File: src/rtl/pkt_pkg.sv
// Shared packet field layout and FIFO entry types for the packet receive path.
package pkt_pkg;

    localparam int PKT_W    = 13;
    localparam int PAR_BIT  = 12;
    localparam int SEQ_MSB  = 11;
    localparam int SEQ_LSB  = 9;
    localparam int LAST_BIT = 8;
    localparam int PAY_MSB  = 7;
    localparam int PAY_LSB  = 0;
    localparam int SEQ_W    = SEQ_MSB - SEQ_LSB + 1;
    localparam int PAY_W    = PAY_MSB - PAY_LSB + 1;

    typedef struct packed {
        logic             parity;
        logic [SEQ_W-1:0] seq;
        logic             last;
        logic [PAY_W-1:0] payload;
    } pkt_t;

    typedef struct packed {
        logic             last;
        logic [PAY_W-1:0] payload;
    } rx_entry_t;

    // Sequence numbers wrap modulo 2**SEQ_W.
    function automatic logic [SEQ_W-1:0] seq_next(input logic [SEQ_W-1:0] s);
        return s + 1'b1;
    endfunction

endpackage

File: src/rtl/rx_sync_fifo.sv
// First-word-fall-through synchronous FIFO; the head entry is visible whenever !empty,
// and reads as zero while empty.
module rx_sync_fifo
    import pkt_pkg::*;
#(
    parameter int  DEPTH = 4,
    parameter type T     = rx_entry_t
) (
    input  logic clk,
    input  logic rst,
    input  logic push,
    input  T     din,
    input  logic pop,
    output T     dout,
    output logic full,
    output logic empty
);

    localparam int AW = $clog2(DEPTH);
    localparam int PW = AW + 1;

    logic [PW-1:0] wr_ptr_q, wr_ptr_d;
    logic [PW-1:0] rd_ptr_q, rd_ptr_d;
    logic          do_push, do_pop;
    T              mem_q [DEPTH];

    // Extra pointer MSB distinguishes full from empty when the index bits match.
    assign empty   = (wr_ptr_q == rd_ptr_q);
    assign full    = (wr_ptr_q[PW-1] != rd_ptr_q[PW-1]) &&
                     (wr_ptr_q[AW-1:0] == rd_ptr_q[AW-1:0]);
    assign do_push = push && !full;
    assign do_pop  = pop && !empty;

    always_comb begin
        wr_ptr_d = wr_ptr_q;
        rd_ptr_d = rd_ptr_q;
        if (do_push) wr_ptr_d = wr_ptr_q + 1'b1;
        if (do_pop)  rd_ptr_d = rd_ptr_q + 1'b1;
    end

    always_ff @(posedge clk or posedge rst) begin
        if (rst) begin
            wr_ptr_q <= '0;
            rd_ptr_q <= '0;
        end else begin
            wr_ptr_q <= wr_ptr_d;
            rd_ptr_q <= rd_ptr_d;
        end
    end

    always_ff @(posedge clk) begin
        if (do_push) mem_q[wr_ptr_q[AW-1:0]] <= din;
    end

    always_comb begin
        dout = '0;
        if (!empty) dout = mem_q[rd_ptr_q[AW-1:0]];
    end

endmodule

File: config.mk
export PLATFORM = sky130hd
export DESIGN_NAME = rx_sync_fifo
export DESIGN_NICKNAME = d
export VERILOG_FILES = /design/src/rtl/pkt_pkg.sv /design/src/rtl/rx_sync_fifo.sv
export SDC_FILE = /design/constraint.sdc
export NUM_CORES = 1
export LEC_CHECK = 0
export CAP_MARGIN = 25
export CORE_ASPECT_RATIO = 1.75
export CORE_MARGIN = 3
export CORE_UTILIZATION = 50
export CTS_CLUSTER_SIZE = 10
export DETAILED_ROUTE_END_ITERATION = 6
export PLACE_DENSITY_LB_ADDON = 0.08
export SLEW_MARGIN = 20
export SYNTH_ARGS = -nofsm -noshare
export SYNTH_HDL_FRONTEND = slang
export SYNTH_SLANG_ARGS = --single-unit
File: constraint.sdc
create_clock -name clk -period 1.8 [get_ports clk]
set_input_delay 0.18 -clock clk [delete_from_list [all_inputs] [get_ports clk]]
set_output_delay 0.18 -clock clk [all_outputs]
set_load 0.1 [all_outputs]
; After elaboration in Yosys (flattened, before gate mapping)
; Memory sizes are Yosys's and may differ from the RTL's.
; Cells that the tools add are included.
[word_totals]
ff_bits = 6
latch_bits = 0
ram_bits = 36
mem_bits_ro = 0
inputBits = 13
out_inout_bits = 11
word_cells = 16
n_memories = 1
[mem_list]
columns = name, words, word_bits, read_ports, rd_clocked_by_memory_dff, write_ports, line
row1 = mem_q, 4, 9, 1, 0, 1, rx_sync_fifo.sv:25  ; T mem_q [DEPTH];
[classes]
addsub = 2
n_mul = 0
n_div = 0
n_lt_le_gt_ge = 0
eq_ne = 3
shifts = 0
n_mux = 3
bitwise_logic = 0
reduce_logical = 5
[op_table]
columns = op, n
row1 = $mux 9, 1
row2 = $add 3x1->3 const B, 2
row3 = $eq 3x3->1, 1
row4 = $logic_and 1x1->1, 3
row5 = $eq 2x2->1, 1
row6 = $logic_not 1->1, 2
row7 = $mux 1, 2
row8 = $ne 1x1->1, 1

; Longest topological paths before layout
; Gate-level depths: netlist of the first run.
[depth]
word_depth = 6
mapped_depth = 5
ltp_nobuf = 5

; Least setup slack after synthesis of the first run
; Ideal clock, no wire load.
[synth_timing]
kind = reg-to-output
startpoint = reg rd_ptr_q[1]
endpoint = out dout[0] in the netlist's numbering
arrival_time_ns = 2.497
t_required_ns = 1.620
setup_slack_ns = -0.877
path_stages_with_launch = 5
path_buffers = 1
cell_sequence = dfrtp_1 -> clkbuf_2 -> xor2_1 -> nor3_4 -> nor2b_1
[synth_rtl]
columns = element, line
row1 = start: declaration, rx_sync_fifo.sv:23  ; logic [PW-1:0] rd_ptr_q, rd_ptr_d;
row2 = start signal: assignment, rx_sync_fifo.sv:47  ; rd_ptr_q <= rd_ptr_d;
row3 = end: declaration, rx_sync_fifo.sv:14  ; output T dout,

==> flow_metrics.tcl, run 1 <==
set metrics [dict create \
    fillers 207 \
    seq_area_frac_synth_pct 65.3 \
    setup_tns_ns -0.965 \
    postCtsHoldBufs 0 \
    drtAntennaViolNets 0 \
    yosys.area.top_type_share_pct 57.4 \
    finish.instance_area_um2 2620 \
    clk-insertion-delay-late_ns 0.29 \
    antenna_found_initial 0 \
    clock.fmax_ghz 0.524 \
    cap_violations 0 \
    violations "setup timing" \
    slew_viol_final 0 \
    synth.distinct_cells 25 \
    tightest_slew_ns 0.503 \
    coreArea_um2 3500 \
    finalHoldViolCount 0 \
    cts.htree.levels 2 \
    gp_congestion 0.804 \
    remaining_drc_errors 0 \
    grt.total_usage_pct 19.7 \
    clk_path_buf_depth 2 \
    hold_class "primary input to asynchronous set/reset pin" \
    synth_top_area_cell "edfxtp_1" \
    dpl_cell_area_um2 2420 \
    status "finished with violations" \
    syn2layout_area_growth_pct 39.0 \
    syn_avg_cell_area_um2 18.3 \
    cp_max_fo 5 \
    setup_viol 10 \
    postLayoutCoreUtil_pct 74.8 \
    criticalPathCategory "flip-flop to primary output" \
    final_cells 196 \
    syn_area_um2 1880 \
    mostFrequentLayoutCell "edfxtp_1" \
    cts_root_buf "clkbuf_8" \
    timing.final.ws_setup_ns -0.109 \
    rows 28 \
    rsz0062_at_grt "true" \
    ys_warn_count 0 \
    antenna_cells 0 \
    clkTransAtPathRegs_ns 0.07 \
    dp.cells 181 \
    numCtsBuffers 5 \
    grt_pass1_vias 1242 \
    fin_skew_ns 0.00668 \
    hpwl_um 2490 \
    dieWidth_um 52.4 \
    drt_iter0_markers 16 \
    routed-via-count 1080 \
    netlist_instances 103 \
    nets 169 \
    viasPerCell 5.51 \
    min_period_ns 1.91 \
    grt-ovfl-total 0 \
    start_util_pct 53.8 \
    maxSlewHeadroom_pct 66.4 \
    crit_required_ns 1.62 \
    cts_tree "done" \
    dr.pass1.iters 4 \
    die_h_um 87.2 \
    drive_gt1_share_pct 43.7 \
    regArea_um2 1240 \
    critPathArrivalTime_ns 1.73 \
    worstSetupEndpointType "primary output" \
    clock_sinks 42 \
    final_cell_mix "edfxtp_1 (36), buf_4 (18), clkdlybuf4s50_1 (12), buf_12 (11), nor2b_4 (9)" \
    syn_nets 121 \
    io_buffers 23 \
    wl_um 3610 \
    die_area_um2 4570 \
    synth_seq_cells 42 \
    start_kind "flip-flop" \
    period_share_pct 106 \
    grt_max_degree 13 \
    detail_route.wl_per_cell_um 18.4 \
    synth_area_leaders "edfxtp_1 (57%), dfrtp_1 (8.0%), mux4_1 (7.0%)" \
    multi_input_area_um2 718 \
    grt_pass1_wl_um 6250 \
    pin_count 24 \
]
## worst max-delay path, stage by stage, from the launching register on
cell and delay, ns:
dfrtp_2 0.43, xor2_2 0.19, buf_4 0.16, nor3_4 0.23, buf_6 0.21, nor2b_4 0.06, buf_12 0.16
## final cells by class
cell class | instances | area share, %
Sequential cell | 42 | 47.2
Inverter | 5 | 0.717
Clock inverter | 1 | 0.287
Clock buffer | 6 | 2.77
Multi-Input combinational cell | 53 | 27.4
Timing Repair Buffer | 44 | 19.4
Tap cell | 45 | 2.15
## stage by stage
step | worst slack, ns | hold slack [ns]
final | -0.109 | 0.110
after global routing | -0.173 | 0.132
after CTS | -0.115 | 0.110
after detailed placement | 0.125 | 0.418
after global placement | 0.132 | 0.418
after floorplan | -0.714 | -0.0290
## what timing repair did
action                                  in CTS  in global routing
pin swaps                                    3                  2
gates resized for setup                     18                  1
setup buffers                                9                  1
endpoints found under the setup margin      10                 20
cloned                                       1                  0
## cell usage after synthesis (all sizes together)
master / number
a31oi: 1
edfxtp: 36
xor2: 4
xnor2: 6
nand3: 1
nor2b: 9
nand2: 1
o311ai: 1
a21oi: 4
buf: 2
dfrtp: 6
clkbuf: 1
mux4: 9
o31ai: 4
ha: 5
nand2b: 2
nor3: 1
inv: 5
and3: 3
a211oi: 2
## path summary, 6_finish.rpt
kind | startpoint | end | slack, ns | cells after the start
worst max-delay path | rd_ptr_q[2]$_DFFE_PP0P_ | dout[2] | -0.11 | 6
worst min-delay path | rst | wr_ptr_q[0]$_DFFE_PP0P_ | 0.11 | 2
worst max register to register | rd_ptr_q[2]$_DFFE_PP0P_ | mem_q[2][2]$_DFFE_PP_ | 0.09 | 4
max in group asynchronous | rst | wr_ptr_q[2]$_DFFE_PP0P_ | 1.47 | 2
worst min register to register | wr_ptr_q[2]$_DFFE_PP0P_ | wr_ptr_q[2]$_DFFE_PP0P_ | 0.61 | 2
min in group clk | din[4] | mem_q[0][4]$_DFFE_PP_ | 0.53 | 1
## per-layer routing
layer / share of wire, % / GRT usage [%]
met1: 39 / 23.3
met2: 56 / 33.6
met3: 3.5 / 4.63
met4: 1.7 / 7.91
met5: 0 / 0
## cell families after synthesis
family / count (synthesis) / synth area share [%]
flops: 42 / 65.3
simple gates: 17 / 6.24
compound gates: 12 / 5.38
xor+xnor: 10 / 5.84
mux: 9 / 11.8
buf+inv: 8 / 2.12
fa+ha+maj: 5 / 3.32
## registers in the layout (all words and copies together) (netlist names)
register,count
rd_ptr_q,3
mem_q,36
wr_ptr_q,3
Power of run 1 is not shown: default switching activity piles up to over one toggle a cycle in this logic, so the estimate is an artifact.
==> run 2, diff against run 1 <==
Settings changed: HOLD_SLACK_MARGIN set to 0.05, REMOVE_ABC_BUFFERS set to 1.
==> flow_metrics.tcl, run 2 (synthesis gave the netlist of run 1 again) <==
set metrics [dict create \
    dieWidth_um 52.4 \
    cts.htree.levels 2 \
    finish.instance_area_um2 2580 \
    nets 168 \
    slew_viol_final 0 \
    mostFrequentLayoutCell "edfxtp_1" \
    hold_slack_ns 0.125 \
    worstSetupEndpoint "dout[7]" \
    grt_pass1_wl_um 6050 \
    grt-ovfl-total 0 \
    start_util_pct 53.8 \
    status "finished with violations" \
    die_area_um2 4570 \
    violations "setup timing" \
    cap_violations 0 \
    critPathTopFamily "multiplexers" \
    r2r_cells 5 \
    path_buf_inv 3 \
    gp_congestion 0.898 \
    dr.pass1.iters 4 \
    dpl_cell_area_um2 2340 \
    criticalPathCategory "flip-flop to primary output" \
    drt_iter0_markers 15 \
    cp_common_cell "buf_6" \
    clkTransAtPathRegs_ns 0.07 \
    pre_cts_slack_ns 0.0696 \
    clk-insertion-delay-late_ns 0.28 \
    fin_skew_ns 0.00240 \
    cp_max_fo 4 \
    start_kind "flip-flop" \
    worstSetupEndpointType "primary output" \
    critical-path-max-stage-delay_ns 0.50 \
    rsz0062_at_grt "true" \
    io_buffers 23 \
    worst-path-stages 5 \
    coreArea_um2 3500 \
    routed-via-count 1076 \
    drtAntennaViolNets 0 \
    maxSlewHeadroom_pct 75.8 \
    finalHoldViolCount 0 \
    drive_gt1_share_pct 48.7 \
    remaining_drc_errors 0 \
    grt_pass1_vias 1179 \
    cts_root_buf "clkbuf_8" \
    hold_class "primary input to asynchronous set/reset pin" \
    numCtsBuffers 5 \
    largest_reg_flops 36 \
    grt.total_usage_pct 18.9 \
    regToRegEndpoint "mem_q[3][3]$_DFFE_PP_" \
    grt_max_degree 13 \
    clock_sinks 42 \
    min_period_ns 1.91 \
    crit_chain "buf_6 -> buf_6 -> mux4_2 -> nor2b_4 -> buf_12" \
    detail_route.wl_per_cell_um 19.4 \
    tightest_slew_ns 0.361 \
    period_share_pct 106 \
    crit_start "rd_ptr_q[0]$_DFFE_PP0P_" \
    antenna_cells 0 \
    hpwl_um 2500 \
    cp_slowest_cell "mux4_2" \
    viasPerCell 5.52 \
    wl_um 3780 \
    pin_count 24 \
    fillers 227 \
    postLayoutCoreUtil_pct 73.7 \
    setup_viol 10 \
    die_h_um 87.2 \
    rows 28 \
    clock.fmax_ghz 0.524 \
    cts_tree "done" \
    rrSetupSlack_ns 0.11 \
    timing.final.ws_setup_ns -0.110 \
    critPathArrivalTime_ns 1.73 \
    antenna_found_initial 0 \
    crit-reg2reg-launch "wr_ptr_q[2]$_DFFE_PP0P_" \
    syn2layout_area_growth_pct 37.0 \
    clk_path_buf_depth 2 \
    final_cell_mix "edfxtp_1 (36), buf_4 (17), clkdlybuf4s50_1 (12), buf_12 (11), mux4_2 (9)" \
    crit_required_ns 1.62 \
]
run 2: stage by stage:
step / TNS, ns / cells
floorplan: -10.09 / 100
global placement: 0 / 179
detailed placement: 0 / 179
CTS: -0.792 / 191
global route: -1.35 / 195
finish: -0.668 / 195
run 2: how the worst min path moves through the flow:
stage | slack [ns] | start | cells after the start | endpoint
2_1_floorplan | -0.03 | rst | 1 | rd_ptr_q[0]$_DFFE_PP0P_
3_3_place_gp | 0.42 | rst | 2 | rd_ptr_q[2]$_DFFE_PP0P_
3_5_place_dp | 0.43 | rst | 2 | rd_ptr_q[2]$_DFFE_PP0P_
4_1_cts | 0.12 | rst | 2 | rd_ptr_q[0]$_DFFE_PP0P_
5_1_grt | 0.13 | rst | 2 | rd_ptr_q[2]$_DFFE_PP0P_
6_report | 0.12 | rst | 2 | rd_ptr_q[0]$_DFFE_PP0P_
run 2: layout make-up:
type	count	area, µm²	area share (%)
flip-flops and latches	42	1230	47.8
well taps	45	56.3	2.18
clock inverters	2	10.0	0.388
repair buffers	43	502	19.4
multi-input cells	53	691	26.8
clock buffers	5	68.8	2.67
inverters	5	18.8	0.727
run 2: repair_timing:
action                     4_1_cts  5_1_grt
setup endpoints to repair       10       29
pin swaps                        3        1
buffers inserted                 5        4
hold buffers                     0        0
gates resized for setup         29        5
run 2: worst reg2reg max path, cell delays in order, from the launching register on:
cell	delay, ns
dfrtp_1	0.45
xor2_2	0.23
buf_4	0.17
buf_4	0.15
a31oi_2	0.22
buf_4	0.20
run 2: per-layer routing:
metal,GRT usage [%],vias up,routed length (µm)
met5,0,-,0
met2,32.6,33,2200
met1,22.5,550,1410
met3,3.77,4,133
met4,7.44,0,40
li1,-,489,-
Power of run 2 is left out for the same reason.
